==> src/rtl/bus_xfer_ctrl_if.sv <==
// ============================================================================
// Module      : bus_xfer_ctrl_if
// Description : Handshake and bus signals between the transfer controller
//               and the register file / requester. xfer_cnt exists only
//               when BUS_XFER_COUNT_EN is defined.
// Revision    : 1.0 - initial release
// ============================================================================
`default_nettype none

interface bus_xfer_ctrl_if #(
    parameter int NREG = 8
);
    logic            req;
    logic [2:0]      src_sel;
    logic [2:0]      dst_sel;
    logic [15:0]     bus_in;
    logic [NREG-1:0] ld_bus;
    logic [NREG-1:0] wr;
    logic [15:0]     bus_out;
    logic            busy;
    logic            done;
`ifdef BUS_XFER_COUNT_EN
    logic [15:0]     xfer_cnt;

    modport slave (
        input  req, src_sel, dst_sel, bus_in,
        output ld_bus, wr, bus_out, busy, done, xfer_cnt
    );
    modport master (
        output req, src_sel, dst_sel, bus_in,
        input  ld_bus, wr, bus_out, busy, done, xfer_cnt
    );
`else
    modport slave (
        input  req, src_sel, dst_sel, bus_in,
        output ld_bus, wr, bus_out, busy, done
    );
    modport master (
        output req, src_sel, dst_sel, bus_in,
        input  ld_bus, wr, bus_out, busy, done
    );
`endif
endinterface

`default_nettype wire

==> src/rtl/bus_xfer_ctrl.sv <==
// ============================================================================
// Module      : bus_xfer_ctrl
// Description : Register-to-register transfer sequencer over a shared
//               16-bit bus (drive, latch, write, done). Optional transfer
//               counter enabled by macro BUS_XFER_COUNT_EN.
// Revision    : 1.0 - initial release
// ============================================================================
`default_nettype none

module bus_xfer_ctrl #(
    parameter int NREG = 8
) (
    input  wire logic       clk,
    input  wire logic       rst_n,
    bus_xfer_ctrl_if.slave  bus
);

    localparam logic [2:0] c_S_IDLE  = 3'd0;
    localparam logic [2:0] c_S_DRIVE = 3'd1;
    localparam logic [2:0] c_S_LATCH = 3'd2;
    localparam logic [2:0] c_S_WRITE = 3'd3;
    localparam logic [2:0] c_S_DONE  = 3'd4;

    logic [2:0]  r_state;
    logic [2:0]  w_next;
    logic [2:0]  r_src;
    logic [2:0]  r_dst;
    logic [15:0] r_hold;
    logic        w_ld_en;
    logic        w_wr_en;

    always_ff @(posedge clk or negedge rst_n) begin
        if (!rst_n) begin
            r_state <= c_S_IDLE;
            r_src   <= 3'd0;
            r_dst   <= 3'd0;
            r_hold  <= 16'h0000;
        end else begin
            r_state <= w_next;
            if (r_state == c_S_IDLE && bus.req) begin
                r_src <= bus.src_sel;
                r_dst <= bus.dst_sel;
            end
            if (r_state == c_S_LATCH) begin
                r_hold <= bus.bus_in;
            end
        end
    end

    always_comb begin
        w_next = r_state;
        case (r_state)
            c_S_IDLE: begin
                // Same source and destination skips the bus entirely.
                if (bus.req) begin
                    w_next = (bus.src_sel == bus.dst_sel) ? c_S_DONE : c_S_DRIVE;
                end
            end
            c_S_DRIVE: w_next = c_S_LATCH;
            c_S_LATCH: w_next = c_S_WRITE;
            c_S_WRITE: w_next = c_S_DONE;
            c_S_DONE:  w_next = c_S_IDLE;
            default:   w_next = c_S_IDLE;
        endcase
    end

    // Strobes decode straight from state so reset clears them asynchronously.
    assign w_ld_en = (r_state == c_S_DRIVE) || (r_state == c_S_LATCH);
    assign w_wr_en = (r_state == c_S_WRITE);

    generate
        for (genvar i = 0; i < NREG; i++) begin : g_strobe
            assign bus.ld_bus[i] = w_ld_en && (r_src == 3'(i));
            assign bus.wr[i]     = w_wr_en && (r_dst == 3'(i));
        end
    endgenerate

    assign bus.bus_out = w_wr_en ? r_hold : 16'h0000;
    assign bus.busy    = (r_state != c_S_IDLE);
    assign bus.done    = (r_state == c_S_DONE);

`ifdef BUS_XFER_COUNT_EN
    logic [15:0] r_xfer_cnt;

    always_ff @(posedge clk or negedge rst_n) begin
        if (!rst_n) begin
            r_xfer_cnt <= 16'h0000;
        end else if (r_state == c_S_DONE) begin
            r_xfer_cnt <= r_xfer_cnt + 16'h0001;
        end
    end

    assign bus.xfer_cnt = r_xfer_cnt;
`endif

endmodule

`default_nettype wire

==> src/flat_wrapper.sv <==
// flat-port wrapper written by rule: the top's interface ports become plain ports
module bus_xfer_ctrl_flat 
#(
    parameter int NREG = 8
)
  (clk, rst_n, bus_req, bus_src_sel, bus_dst_sel, bus_bus_in, bus_ld_bus, bus_wr, bus_bus_out, bus_busy, bus_done);
  bus_xfer_ctrl_if #(.NREG(NREG)) bus_i ();
  input  wire logic clk;
  input  wire logic rst_n;
  input wire logic [$bits(bus_i.req)-1:0] bus_req;
  input wire logic [$bits(bus_i.src_sel)-1:0] bus_src_sel;
  input wire logic [$bits(bus_i.dst_sel)-1:0] bus_dst_sel;
  input wire logic [$bits(bus_i.bus_in)-1:0] bus_bus_in;
  output wire logic [$bits(bus_i.ld_bus)-1:0] bus_ld_bus;
  output wire logic [$bits(bus_i.wr)-1:0] bus_wr;
  output wire logic [$bits(bus_i.bus_out)-1:0] bus_bus_out;
  output wire logic [$bits(bus_i.busy)-1:0] bus_busy;
  output wire logic [$bits(bus_i.done)-1:0] bus_done;
  assign bus_i.req = bus_req;
  assign bus_i.src_sel = bus_src_sel;
  assign bus_i.dst_sel = bus_dst_sel;
  assign bus_i.bus_in = bus_bus_in;
  assign bus_ld_bus = bus_i.ld_bus;
  assign bus_wr = bus_i.wr;
  assign bus_bus_out = bus_i.bus_out;
  assign bus_busy = bus_i.busy;
  assign bus_done = bus_i.done;
  bus_xfer_ctrl #(.NREG(NREG)) u_core (.clk(clk), .rst_n(rst_n), .bus(bus_i));
endmodule
==> config.mk <==
export PLATFORM = sky130hd
export DESIGN_NAME = bus_xfer_ctrl_flat
export DESIGN_NICKNAME = d
export VERILOG_FILES = /design/src/rtl/bus_xfer_ctrl_if.sv /design/src/rtl/bus_xfer_ctrl.sv /design/src/flat_wrapper.sv
export SDC_FILE = /design/constraint.sdc
export NUM_CORES = 1
export LEC_CHECK = 0
export ABC_AREA = 1
export BUFFER_PORTS_ARGS = -buffer_cell sky130_fd_sc_hd__buf_4
export CAP_MARGIN = 40
export CORE_MARGIN = 2
export CORE_UTILIZATION = 35
export CTS_CLUSTER_SIZE = 8
export DETAILED_ROUTE_END_ITERATION = 10
export SLEW_MARGIN = 20
export SYNTH_ARGS = -nofsm -noshare
export SYNTH_HDL_FRONTEND = slang
export SYNTH_SLANG_ARGS = --single-unit
==> constraint.sdc <==
create_clock -name clk -period 3.6 [get_ports clk]
set_input_delay 0.72 -clock clk [delete_from_list [all_inputs] [get_ports clk]]
set_output_delay 0.72 -clock clk [all_outputs]
set_load 0.03 [all_outputs]
==> impl_metrics.ini <==
[outcome]
status = complete, no violations

[route]
viasPerCell = 4.47
dr.pass1.iters = 2
drtIter0Drc = 29
wl_um = 2800
ant_nets = 0
vias = 1198
drc_errors = 0
avgRoutedWirePerCell_um = 10.4

[global_route]
grt_max_degree = 26
grt_pass1_vias = 1161
track_usage = 0.150
grt_overflow = 0
grt_pass1_wl_um = 4930
antenna_found_initial = 0

[timing]
hold_viol = 0
period_share = 0.662
setup_viol = 0
rsz0062_at_grt = no
maxSlewViolCount = 0
fin_skew_ns = 0.00178
tightestPinTransition_ns = 0.486
setup-tns-final_ns = 0
fmax_mhz = 420
period_minus_slack_ns = 2.38
setup_ws_ns = 1.22
max_slew_margin = 0.675

[floorplan]
die_w_um = 63.2
die_h_um = 63.2
num_io_pins = 59
start_util = 0.365
die-area_um2 = 4000
placementRows = 21
core-area_um2 = 3360

[layout]
drive_gt1_frac = 0.293
area_growth_syn_to_layout_pct = 41.1
seq_area_um2 = 626
stdcell_count = 268
multi_input_area_um2 = 455
fillers = 341
num_antenna_cells = 0
final_cell_area_um2 = 1730
fin_nets = 248

[clocking]
clk_latency_ns = 0.32
path_clk_slew_ns = 0.13
clockBufferDepth = 2
cts_tree = built
cts_setup_buffers = 0
cts_made_buffers = 3
cts_root_buffer = clkbuf_4
cts_sinks = 25
htreeDepth = 1
cts_hold_buffers = 0
cts.repair.resized = 0

[job]
drv_cap = 0

[pwr]
swShare = 0.495
combinationalPowerShare = 0.597
power.internal_uw = 766
clkPwrFrac = 0.083
power_frac_seq = 0.320
switchingPower_uw = 752
powerDensity_nw_per_um2 = 877
p_leak_nw = 0.969
total_power_mw = 1.52
worst_ir_drop_vdd_uv = 405

[logic_synthesis]
yosysUniqueCellTypes = 16
synth-seq-cells = 25
ys_warn_count = 0
ys_top_cells_by_area = dfrtp_1, nor2_1, inv_1
syn_nets = 189
syn_avg_cell_area_um2 = 7.48
synth.top_cell.area_share = 0.510
synth_area_um2 = 1230
synth.yosys.seq_area_share = 0.510
synth_area_leader_cell = dfrtp_1
postSynthCellCount = 164

[placement]
dpl_worst_slack_ns = 1.58
place_area_um2 = 1710
dp_hpwl_um = 2200
gp_congestion = 0.685
placement.io_buffers = 58
placed_cells = 264

[worst_setup_path]
cp_top_family = simple AND/OR/NAND/NOR gates
crit_fanout = 18
crit_arrival_ns = 1.66
path_cells = nand2_1, nor2_1, inv_2, or2_1, nor2_1, buf_4
cp_common_cell = nor2_1
crit_slowest_cell = dfrtp_1
cpPeakStageDelay_ns = 0.38
required_ns = 2.88
start_kind = flop
crit_buf_inv = 2
worstSetupPathType = flop to primary output
endpoint_kind = primary output

[min_path]
min_path_type = input port to asynchronous set/reset pin
flip-flops by register name (all words and copies together), names as in the netlist:
signal	flops
u_core.r_hold	16
u_core.r_dst	3
u_core.r_src	3
u_core.r_state	3
stage by stage:
step	hold WS (ns)	util
after global routing	0.274	0.515
after CTS	0.287	0.515
after floorplan	0.424	-
after detailed placement	0.506	0.507
after global placement	0.496	0.503
final	0.276	0.515
power groups by stage:
stage	Sequential (mW)	Clock (mW)	Combinational [mW]
after floorplan	0.477	0	0.648
after global placement	0.488	0	0.885
after detailed placement	0.493	0	0.918
after CTS	0.486	0.130	0.920
after global routing	0.502	0.145	1.01
final	0.486	0.126	0.907
worst register-to-register path, stage by stage (launching register included):
cell	delay [ns]
dfrtp_1	0.42
inv_1	0.10
nand3_1	0.36
buf_8	0.31
nor2_1	0.11
a21oi_1	0.05
cell usage after synthesis (all sizes together):
| cell type | instances |
|---|---|
| a21oi | 20 |
| buf | 5 |
| inv | 31 |
| dfrtp | 25 |
| xnor2 | 1 |
| nand3 | 3 |
| o21ai | 4 |
| nand2 | 19 |
| or2 | 1 |
| nand4 | 1 |
| nor4 | 8 |
| nor2 | 46 |
cell type report:
class,count,area share
clock buffers,4,0.0152
well taps,46,0.0332
repair buffers,59,0.260
flip-flops and latches,25,0.361
inverters,31,0.0672
multi-input cells,103,0.263
layout by cell type, fill, tap and decap left out:
cell	instances
clkbuf_4	3
inv_1	30
o21ai_0	4
inv_2	1
clkbuf_1	1
xnor2_1	1
nor2_1	45
nand3_1	3
nor2_2	1
nand2_2	1
nand2_1	18
dfrtp_1	25
buf_8	1
nor4_1	8
or2_1	1
a21oi_1	20
nand4_1	1
buf_4	58
logic make-up after synthesis:
group | after synthesis | share of synthesized area
AOI/OAI and AO/OA | 24 | 0.0979
xor gates and xnor gates | 1 | 0.00714
buffers and inverters | 36 | 0.119
DFF | 25 | 0.510
and+or+nand+nor | 78 | 0.266
layer usage:
metal	track usage	share of wire
met1	0.185	0.43
met2	0.261	0.48
met3	0.0321	0.077
met4	0.0489	0.014
met5	0	0
final timing paths:
path | start | slack (ns) | cells after the start | to
max | u_core.r_state[1]$_DFFE_PN0P_ | 1.22 | 6 | bus_wr[2]
min | rst_n | 0.28 | 1 | u_core.r_hold[12]$_DFFE_PN0N_
max reg2reg | u_core.r_state[2]$_DFFE_PN0P_ | 2.15 | 5 | u_core.r_hold[6]$_DFFE_PN0N_
min reg2reg | u_core.r_hold[3]$_DFFE_PN0N_ | 0.52 | 2 | u_core.r_hold[3]$_DFFE_PN0N_
max in group asynchronous | rst_n | 3.08 | 1 | u_core.r_src[0]$_DFFE_PN0P_
min in group clk | u_core.r_hold[3]$_DFFE_PN0N_ | 0.52 | 2 | u_core.r_hold[3]$_DFFE_PN0N_
No activity file was read; power rests on OpenSTA's default activity.
